`src/rtl/dut_cmd_engine.sv`:
```
// Command engine: 16 x 4-bit register file with write/read/inc/dec and
// whole-file sweep commands (clear/fill) executed one entry per cycle.
module dut_cmd_engine (
  input  logic       clk,
  input  logic       rst,
  input  logic [3:0] cmd,
  input  logic [3:0] adr,
  input  logic [3:0] data,
  output logic       rsp_valid,
  output logic [3:0] rsp_data,
  output logic [3:0] rsp_adr,
  output logic       rsp_flag,
  output logic       err,
  output logic       busy,
  output logic [7:0] drop_cnt
);

  // Response handshake: rsp_valid is a one-cycle strobe with no ready; the
  // consumer must take rsp_data/rsp_adr/rsp_flag/err in the cycle it is high.
  localparam logic [3:0] CMD_NOP   = 4'd0;
  localparam logic [3:0] CMD_WRITE = 4'd1;
  localparam logic [3:0] CMD_READ  = 4'd2;
  localparam logic [3:0] CMD_INC   = 4'd3;
  localparam logic [3:0] CMD_DEC   = 4'd4;
  localparam logic [3:0] CMD_CLEAR = 4'd5;
  localparam logic [3:0] CMD_FILL  = 4'd6;

  typedef enum logic {IDLE, SWEEP} state_t;

  state_t     state;
  logic [3:0] mem [16];
  logic [3:0] ptr;
  logic [3:0] fill_val;

  logic [3:0] cur;
  logic [4:0] sum;
  logic [3:0] diff;
  logic       borrow;

  always_comb begin
    cur    = mem[adr];
    sum    = {1'b0, cur} + {1'b0, data};
    diff   = cur - data;
    borrow = (data > cur);
  end

  always_ff @(posedge clk or posedge rst) begin
    if (rst) begin
      for (int i = 0; i < 16; i++) mem[i] <= 4'd0;
      state     <= IDLE;
      ptr       <= 4'd0;
      fill_val  <= 4'd0;
      rsp_valid <= 1'b0;
      rsp_data  <= 4'd0;
      rsp_adr   <= 4'd0;
      rsp_flag  <= 1'b0;
      err       <= 1'b0;
      busy      <= 1'b0;
      drop_cnt  <= 8'd0;
    end else begin
      rsp_valid <= 1'b0;
      rsp_flag  <= 1'b0;
      err       <= 1'b0;
      case (state)
        IDLE: begin
          case (cmd)
            CMD_NOP: ;
            CMD_WRITE: begin
              mem[adr]  <= data;
              rsp_valid <= 1'b1;
              rsp_data  <= data;
              rsp_adr   <= adr;
            end
            CMD_READ: begin
              rsp_valid <= 1'b1;
              rsp_data  <= cur;
              rsp_adr   <= adr;
            end
            CMD_INC: begin
              mem[adr]  <= sum[3:0];
              rsp_valid <= 1'b1;
              rsp_data  <= sum[3:0];
              rsp_adr   <= adr;
              rsp_flag  <= sum[4];
            end
            CMD_DEC: begin
              mem[adr]  <= diff;
              rsp_valid <= 1'b1;
              rsp_data  <= diff;
              rsp_adr   <= adr;
              rsp_flag  <= borrow;
            end
            CMD_CLEAR, CMD_FILL: begin
              state    <= SWEEP;
              busy     <= 1'b1;
              ptr      <= 4'd0;
              fill_val <= (cmd == CMD_FILL) ? data : 4'd0;
            end
            default: begin
              err       <= 1'b1;
              rsp_valid <= 1'b1;
              rsp_data  <= 4'd0;
              rsp_adr   <= adr;
            end
          endcase
        end
        SWEEP: begin
          mem[ptr] <= fill_val;
          // Anything arriving mid-sweep is discarded; only real commands count.
          if (cmd != CMD_NOP && drop_cnt != 8'hFF) drop_cnt <= drop_cnt + 8'd1;
          if (ptr == 4'd15) begin
            state     <= IDLE;
            busy      <= 1'b0;
            ptr       <= 4'd0;
            rsp_valid <= 1'b1;
            rsp_data  <= fill_val;
            rsp_adr   <= 4'd15;
          end else begin
            ptr <= ptr + 4'd1;
          end
        end
        default: state <= IDLE;
      endcase
    end
  end

endmodule

```
`config.mk`:
```
export PLATFORM = sky130hd
export DESIGN_NAME = dut_cmd_engine
export DESIGN_NICKNAME = d
export VERILOG_FILES = /design/src/rtl/dut_cmd_engine.sv
export SDC_FILE = /design/constraint.sdc
export NUM_CORES = 1
export LEC_CHECK = 0
export CORE_ASPECT_RATIO = 1.4
export CORE_UTILIZATION = 45
export CTS_CLUSTER_SIZE = 40
export DETAILED_ROUTE_END_ITERATION = 8
export SLEW_MARGIN = 0
export SYNTH_ARGS = -nofsm -noshare
export SYNTH_HDL_FRONTEND = slang
export SYNTH_SLANG_ARGS = --single-unit
```
`constraint.sdc`:
```
create_clock -name clk -period 5 [get_ports clk]
set_input_delay 1.25 -clock clk [delete_from_list [all_inputs] [get_ports clk]]
set_output_delay 1.25 -clock clk [all_outputs]
set_load 0.01 [all_outputs]
```
==> run metrics, run 1 <==
Slew HR 25.6%; drt first pass iters 6; initial antenna violation count 0; Yosys cell types 69; critical path arrival 4930 ps; final hold violation count 0; Slew Viols, Final 0; power share of the clock group 18.7%; total power 4190 µW; cts repair resizes 0; Starting Density 46.2%; unrepaired setup endpoints after global routing no; I/O pins 34; Die Wd 101 µm; R2R Setup Slk 1340 ps; Routed Antenna Nets 0; final core occ 54.8%; post-synthesis cell count 691; pre-CTS WS -230 ps; initial drt markers 549; Tmin final 4680 ps; Die Ht 141 µm; Max IR drop VDD 0.000594 V; Total Die Area 0.0143 mm²; Placer Congestion 0.987; max_cap viols 0; Pwr Density 569 mW/mm²; CP max FO 8; layout net count 771; number of CTS-inserted buffers 9; Buffers & Inverters on Critical Path 2; startpoint types input port; largest net degree at the start of global routing 72; FF-to-FF Start mem[60]; number of synthesized register bits 93; Reg clk slew, reported paths 70 ps; delay-heaviest family, CP compound AO/OA/AOI/OAI gates; port bufs 33; Final WS setup 316 ps; share of cells above drive strength 1 14.1%; FMAX 214 MHz; yosys warns 0; Post-Syn Area per Cell 8.99 µm²; ys async rst share 100%; clock latency on the worst-skew pair 350 ps; Worst path slowest cell or4b_2; CP most frequent cell a21oi_1; Switching Fraction 42.1%; vias in the first global route 6171; P_sw 1770 µW; ant diodes 0; gr usage total 34.0%; worst path cell trace clkdlybuf4s50_1 -> buf_4 -> mux4_2 -> mux2i_1 -> nand2_1 -> o21ai_1 -> ha_1 -> fa_1 -> or4b_2 -> a21oi_1 -> a21oi_1 -> a211o_1 -> o21ai_0; DP HPWL 17000 µm; # DRC 0; Setup violations, final 0; cell count of the worst hold path 1; WL/cell 24.6 µm; Int Pwr 2430 µW; Critical Path Start adr[3]; Worst Path Required 5250 ps; kind of end point of the critical path flip-flop; top post-synthesis cells by area dfrtp_1 (37%), mux4_2 (5.8%), nand2_1 (4.7%); top cell type's share of synthesized area 37.5%; vias 6137; Total Wirelength 22900 µm; fillers 1240; fin crit share 93.7%; top post-synthesis cells by count dfrtp_1 (93), nand2_1 (78), nor2_1 (69), o21ai_0 (54), a21oi_1 (41); R2R cell count 10; Levels on crit path 13; row cnt 50; Setup Crit Path Kind input port to flip-flop; clock sinks 93; most common flop cell mapped by yosys dfrtp_1; sequential share of the synthesized area 37.5%; part of the power in combinational logic 46.7%; type of the worst min-delay path flip-flop to flip-flop; core region area 0.0135 mm²; H-Tree Depth 3; hold_buf cts 0; GR Overflow Total 0; WHS 483 ps; Fin Clk Skew 8.90 ps; status completed; Post-synth EDFFs 0; Worst Max-Slew Pin Slew 1110 ps; Mapped Area 0.00621 mm²; area grow syn2layout 18.6%; buffer depth of the longest clock path 2; post-CTS setup buffer count 0; most common cell in the netlist dfrtp_1; global-route wire length before repair 35700 µm; Largest stage delay, worst path 620 ps; Hold Startpoint mem[28]; Reg power frac 34.6%; syn_nets 720; Pleak 0.00309 µW; root buffer cell clkbuf_16; Synth area leader dfrtp_1; post-DR vias/cell 6.61; CTS tree built
==> worst paths after layout <==
check	endpoint
worst min register to register	mem[28]
worst max-delay path	mem[53]
worst min-delay path	mem[28]
worst max register to register	mem[53]
max in group asynchronous	mem[57]
min in group asynchronous	drop_cnt[5]
==> logic make-up after synthesis <==
family	share of synthesized area (%)
multiplexers	10.7
XOR/XNOR	1.41
buffers and inverters	4.43
flip-flops	37.5
AO/OA/AOI/OAI	22.5
adder cells (fa/ha/maj)	3.26
AND/OR/NAND/NOR	20.3
==> worst reg2reg max path: cells and delay by family, from the launching register on <==
kind	cells	cell delay, ps
compound gates	5	1080
mux	2	770
fa+ha+maj	2	650
simple gates	1	620
flops	1	440
==> routing by layer <==
layer | vias to the layer above | track usage, % | routed length [µm]
met5 | - | 0 | 0
met3 | 103 | 7.29 | 1770
met1 | 2992 | 42.1 | 8870
li1 | 2679 | - | -
met2 | 363 | 52.8 | 10500
met4 | 0 | 22.7 | 1690
==> power groups by stage <==
stage          Combinational (µW)  Sequential, µW  Clock (µW)
6_report                     1960            1450         786
5_1_grt                      2150            1480         819
4_1_cts                      1940            1430         791
3_5_place_dp                 1930            1440           0
3_3_place_gp                 1870            1440           0
2_1_floorplan                1290            1310           0
==> stage by stage <==
| stage | setup TNS [ps] | instances | area, µm² |
|---|---|---|---|
| 6_report | 0 | 929 | 7370 |
| 2_1_floorplan | 0 | 691 | 6210 |
| 4_1_cts | 0 | 929 | 7370 |
| 5_1_grt | 0 | 929 | 7370 |
| 3_5_place_dp | -3450 | 913 | 7030 |
| 3_3_place_gp | -774 | 913 | 7030 |
==> placed cells by master, fill, tap and decap left out, drive strengths merged, types with 10 or more instances in the layout <==
master / netlist / final
dfrtp: 93 / 93
nand2: 78 / 78
nor2: 69 / 69
o21ai: 57 / 57
buf: 13 / 55
a21oi: 42 / 42
clkdlybuf4s50: 0 / 32
o221ai: 24 / 24
inv: 21 / 22
nand3: 20 / 20
mux2i: 20 / 20
mux4: 16 / 16
a31oi: 14 / 14
nor3: 13 / 13
ha: 13 / 13
clkbuf: 35 / 12
nor2b: 10 / 10
o22ai: 10 / 10
==> state kept, by name (all words and copies together) (netlist names), 4 cells and up <==
register	cells
drop_cnt	8
fill_val	4
rsp_adr	4
mem	64
ptr	4
rsp_data	4
==> layout make-up <==
| class | instances | area, µm² | area share, % |
|---|---|---|---|
| flip-flops and latches | 93 | 2330 | 31.6 |
| inverters | 22 | 85.1 | 1.15 |
| clock inverters | 4 | 78.8 | 1.07 |
| repair buffers | 88 | 783 | 10.6 |
| clock buffers | 12 | 256 | 3.48 |
| multi-input cells | 528 | 3610 | 49.0 |
| well taps | 182 | 228 | 3.09 |
No activity file was read; power rests on OpenSTA's default activity.
==> inputs of run 2 (changes only) <==
--- a/config.mk
+++ b/config.mk
@@ -5,8 +5,10 @@
 export SDC_FILE = /design/constraint.sdc
 export NUM_CORES = 1
 export LEC_CHECK = 0
+export CAP_MARGIN = 20
 export CORE_ASPECT_RATIO = 1.4
 export CORE_UTILIZATION = 45
+export CTS_CLUSTER_DIAMETER = 60
 export CTS_CLUSTER_SIZE = 40
 export DETAILED_ROUTE_END_ITERATION = 8
 export SLEW_MARGIN = 0
==> results of run 2 <==
The final DEF is identical to that of run 1; final timing and power are the same.
==> inputs of run 3 (changes only) <==
--- a/config.mk
+++ b/config.mk
@@ -5,7 +5,6 @@
 export SDC_FILE = /design/constraint.sdc
 export NUM_CORES = 1
 export LEC_CHECK = 0
-export CAP_MARGIN = 20
 export CORE_ASPECT_RATIO = 1.4
 export CORE_UTILIZATION = 45
 export CTS_CLUSTER_DIAMETER = 60
==> results of run 3 <==
The final DEF is identical to that of run 1; final timing and power are the same.
